File: src/rtl/wb_master_bridge.sv
// rtl/wb_master_bridge.sv - CPU request to Wishbone classic single-cycle master bridge with timeout
module wb_master_bridge #(
    parameter int unsigned TIMEOUT  = 255,
    parameter logic [31:0] ERR_DATA = 32'hDEAD_BEEF
) (
    input  logic        clk,
    input  logic        rst_n,
    input  logic        cpu_req,
    input  logic        cpu_we,
    input  logic [31:0] cpu_addr,
    input  logic [31:0] cpu_wdata,
    input  logic [3:0]  cpu_sel,
    output logic [31:0] cpu_rdata,
    output logic        cpu_ready,
    output logic        cpu_err,
    output logic [31:0] m_adr_o,
    output logic [31:0] m_dat_o,
    output logic [3:0]  m_sel_o,
    output logic        m_we_o,
    output logic        m_stb_o,
    output logic        m_cyc_o,
    input  logic [31:0] m_dat_i,
    input  logic        m_ack_i
);

    typedef enum logic [1:0] {IDLE, BUS, DONE} state_t;

    localparam logic [7:0] LAST_WAIT = 8'(TIMEOUT - 1);

    state_t     state;
    logic [7:0] wait_cnt;

    always_ff @(posedge clk or negedge rst_n) begin
        if (!rst_n) begin
            state     <= IDLE;
            wait_cnt  <= 8'd0;
            m_adr_o   <= 32'd0;
            m_dat_o   <= 32'd0;
            m_sel_o   <= 4'd0;
            m_we_o    <= 1'b0;
            m_stb_o   <= 1'b0;
            m_cyc_o   <= 1'b0;
            cpu_rdata <= 32'd0;
            cpu_ready <= 1'b0;
            cpu_err   <= 1'b0;
        end else begin
            cpu_ready <= 1'b0;
            cpu_err   <= 1'b0;
            case (state)
                IDLE: begin
                    if (cpu_req) begin
                        state    <= BUS;
                        m_adr_o  <= cpu_addr;
                        m_dat_o  <= cpu_wdata;
                        m_sel_o  <= cpu_sel;
                        m_we_o   <= cpu_we;
                        m_stb_o  <= 1'b1;
                        m_cyc_o  <= 1'b1;
                        wait_cnt <= 8'd0;
                    end
                end
                BUS: begin
                    // ACK is tested first so it wins over a timeout on the same edge
                    if (m_ack_i) begin
                        state     <= DONE;
                        m_stb_o   <= 1'b0;
                        m_cyc_o   <= 1'b0;
                        cpu_ready <= 1'b1;
                        if (!m_we_o) cpu_rdata <= m_dat_i;
                    end else if (wait_cnt == LAST_WAIT) begin
                        state     <= DONE;
                        m_stb_o   <= 1'b0;
                        m_cyc_o   <= 1'b0;
                        cpu_ready <= 1'b1;
                        cpu_err   <= 1'b1;
                        if (!m_we_o) cpu_rdata <= ERR_DATA;
                    end else begin
                        wait_cnt <= wait_cnt + 8'd1;
                    end
                end
                DONE:    state <= IDLE;
                default: state <= IDLE;
            endcase
        end
    end

endmodule
File: config.mk
export PLATFORM = sky130hd
export DESIGN_NAME = wb_master_bridge
export DESIGN_NICKNAME = d
export VERILOG_FILES = /design/src/rtl/wb_master_bridge.sv
export SDC_FILE = /design/constraint.sdc
export NUM_CORES = 1
export LEC_CHECK = 0
export CAP_MARGIN = 0
export CELL_PAD_IN_SITES_DETAIL_PLACEMENT = 1
export CELL_PAD_IN_SITES_GLOBAL_PLACEMENT = 1
export CORE_MARGIN = 5
export CORE_UTILIZATION = 32
export DETAILED_ROUTE_END_ITERATION = 10
export GPL_ROUTABILITY_DRIVEN = 0
export GPL_TIMING_DRIVEN = 0
export PLACE_DENSITY = 0.95
export SYNTH_ARGS = -nofsm -noshare
export SYNTH_HDL_FRONTEND = slang
export SYNTH_SLANG_ARGS = --single-unit
File: constraint.sdc
create_clock -name clk -period 5.24 [get_ports clk]
set_input_delay 1.048 -clock clk [delete_from_list [all_inputs] [get_ports clk]]
set_output_delay 1.048 -clock clk [all_outputs]
set_load 0.01 [all_outputs]
==> impl_metrics.py <==
metrics = {
    "clock_network": {
        "root_buffer": "clkbuf_16",
        "clk_pin_slew_ns": 0.05,
        "cts.sinks": 114,
        "cts_resized": 0,
        "h-tree-depth": 4,
        "cts_buffers": 17,
        "cts_setup_buffers": 0,
        "cts-hold-fix-buffers": 0,
        "cts_max_path_buffers": 2,
        "clk_latency_ns": 0.41,
        "cts_tree": "built",
    },
    "worst_setup_path": {
        "cp-start-kind": "flop",
        "r2r_start": "wait_cnt[0]",
        "cp_max_fo": 3,
        "cp-endpoint": "m_stb_o",
        "critPathKind": "reg2out",
        "setup.worst_path.start": "m_cyc_o",
        "r2r-end": "wait_cnt[5]",
        "required_ns": 4.19,
        "critical-path-top-delay-family": "buffers and inverters",
        "critPathSlowestCell": "clkdlybuf4s50_1",
        "crit_path_end_kind": "primary output",
        "critPathBufInv": 2,
        "cp_num_cells": 2,
        "cp.arrival_ns": 1.45,
        "critical-path-max-stage-delay_ns": 0.54,
        "crit_chain": "buf_4 > clkdlybuf4s50_1",
        "reg2reg_depth": 7,
        "ff2ff_setup_slack_ns": 3.41,
    },
    "min_path": {
        "hold_class": "reg2reg",
        "whs_path_depth": 2,
    },
    "power_and_ir_drop": {
        "peakVddDrop_mv": 0.2767,
        "p_leak_nw": 3.381,
        "power_density_mw_per_mm2": 574.4,
        "power_mw": 4.200,
    },
    "timing": {
        "hold_ws_ns": 0.4698,
        "tightest_slew_ns": 0.7064,
        "setup_viol": 0,
        "maxSlewViolCount": 0,
        "fmax_mhz": 400.8,
        "fin_setup_tns_ns": 0,
        "fin_skew_ns": 0.007183,
        "slew-limit-headroom": 0.5291,
        "min_period_ns": 2.495,
        "finalWorstSetupSlack_ns": 2.745,
        "final.period_utilization": 0.4761,
        "hold_viol_final": 0,
        "rsz0062_at_grt": "false",
    },
    "drt": {
        "routed_wl_um": 14340,
        "drc": 0,
        "wl_per_cell_um": 16.85,
        "first_pass_iters": 4,
        "ant_nets": 0,
        "via_per_inst": 4.626,
        "drt_iter0_drc": 114,
        "vias": 3937,
    },
    "place": {
        "placed_area_mm2": 0.006694,
        "post-dp-hpwl_um": 10950,
        "post-place-ws_ns": 2.430,
        "place_inst": 819,
        "portBuffers": 209,
    },
    "die": {
        "rows": 42,
        "num_io_pins": 210,
        "die_h_um": 126.7,
        "start_util": 0.3277,
        "coreArea_mm2": 0.01330,
        "dieArea_mm2": 0.01605,
        "fp.dieW_um": 126.7,
    },
    "finish": {
        "area_growth_pct": 67.83,
        "mostFrequentLayoutCells": "nand2_1 (214), clkdlybuf4s50_1 (208), dfrtp_1 (114), o22a_1 (24), clkbuf_16 (17)",
        "finalInstanceArea_mm2": 0.007312,
        "fin_util": 0.5500,
        "layout.cells.non_filler": 851,
        "diodes": 0,
        "post_route_cells_drive_above_1_share": 0.06667,
        "layout_commonest_cell": "nand2_1",
        "nets": 769,
    },
    "grt": {
        "antenna_found_initial": 0,
        "grt_pass1_wl_um": 23560,
        "track_usage": 0.1844,
        "grt_pass1_vias": 4534,
        "grt_max_degree": 63,
        "grt.overflow.total": 0,
    },
    "yosys": {
        "synth_fp_nets": 540,
        "ys_seq_area_frac": 0.6548,
        "synth_edf_count": 0,
        "ys_async_sr_fraction": 1.000,
        "ys_types": 29,
        "ys_ff_latch": 114,
        "synth_area_mm2": 0.004357,
        "syn_area_per_cell_um2": 10.06,
        "postSynthCellCount": 433,
        "synth_warnings": 0,
        "synth_flop_cell": "dfrtp_1",
    },
    "status": {
        "status": "complete, no violations",
    },
    "job": {
        "max-cap-violations": 0,
    },
}
[logic make-up (layout without fill, tap and decap cells)]
family                   count (synthesis)  in the layout  synth area share
AND/OR/NAND/NOR                        237            237            0.2151
AO/OA/AOI/OAI                           52             52           0.09305
adder cells (fa/ha/maj)                  2              2          0.005743
buffers and inverters                   27            269           0.02929
flip-flops                             114            114            0.6548
XOR/XNOR                                 1              1          0.002011
[state kept, by name (all words and copies together) (netlist names)]
register,cells
m_we_o,1
wait_cnt,8
cpu_rdata,32
m_dat_o,32
cpu_err,1
m_adr_o,32
m_cyc_o,1
m_sel_o,4
cpu_ready,1
state,2
[how the worst min path moves through the flow]
stage	slack (ns)	from	to
5_1_grt	0.50	m_dat_o[5]	m_dat_o[5]
4_1_cts	0.47	m_sel_o[3]	m_sel_o[3]
6_report	0.47	m_dat_o[22]	m_dat_o[22]
3_3_place_gp	0.46	m_dat_o[0]	m_dat_o[0]
3_5_place_dp	0.46	m_sel_o[3]	m_sel_o[3]
2_1_floorplan	0.49	wait_cnt[5]	wait_cnt[5]
[cell usage after synthesis, types with 2 or more instances]
library cell | n | area share
nand2b_1 | 2 | 0.0029
nand3_1 | 5 | 0.0057
buf_6 | 2 | 0.0052
buf_2 | 6 | 0.0069
ha_1 | 2 | 0.0057
and2_1 | 2 | 0.0029
nor3_1 | 3 | 0.0034
a21oi_1 | 6 | 0.0069
dfrtp_1 | 114 | 0.65
o22a_1 | 24 | 0.048
and3_1 | 2 | 0.0029
buf_1 | 6 | 0.0052
clkbuf_1 | 11 | 0.0095
a21o_1 | 2 | 0.0034
o21a_1 | 2 | 0.0034
a22o_1 | 9 | 0.018
nor2b_1 | 2 | 0.0029
nand2_1 | 214 | 0.18
nor2_1 | 5 | 0.0043
o21ai_0 | 5 | 0.0057
[worst min-delay path: stages (launching register included)]
cell     delay [ns]
dfrtp_1        0.34
nand2_1        0.05
nand2_1        0.05
[power by group]
part | switching (mW) | total [mW] | internal, mW
Sequential | 0.221 | 1.46 | 1.24
Clock | 0.423 | 1.19 | 0.766
Combinational | 0.691 | 1.55 | 0.860
[metal layers]
metal / global-route usage / share of wire / vias to the layer above
met4: 0.06435 / 0.018 / 0
met2: 0.3319 / 0.53 / 137
li1: - / - / 1856
met5: 0 / 0 / -
met1: 0.1933 / 0.37 / 1920
met3: 0.07650 / 0.087 / 24
[cell type report]
cell class	instances	area, µm²
plain buffers	26	123.9
clock buffers	18	439.2
clock inverters	14	178.9
fillers	1475	5983
inverters	1	3.754
multi-input cells	292	1376
flip-flops and latches	114	2853
well taps	176	220.2
repair buffers	210	2117
Note: power is estimated with default switching activity, not from simulation.
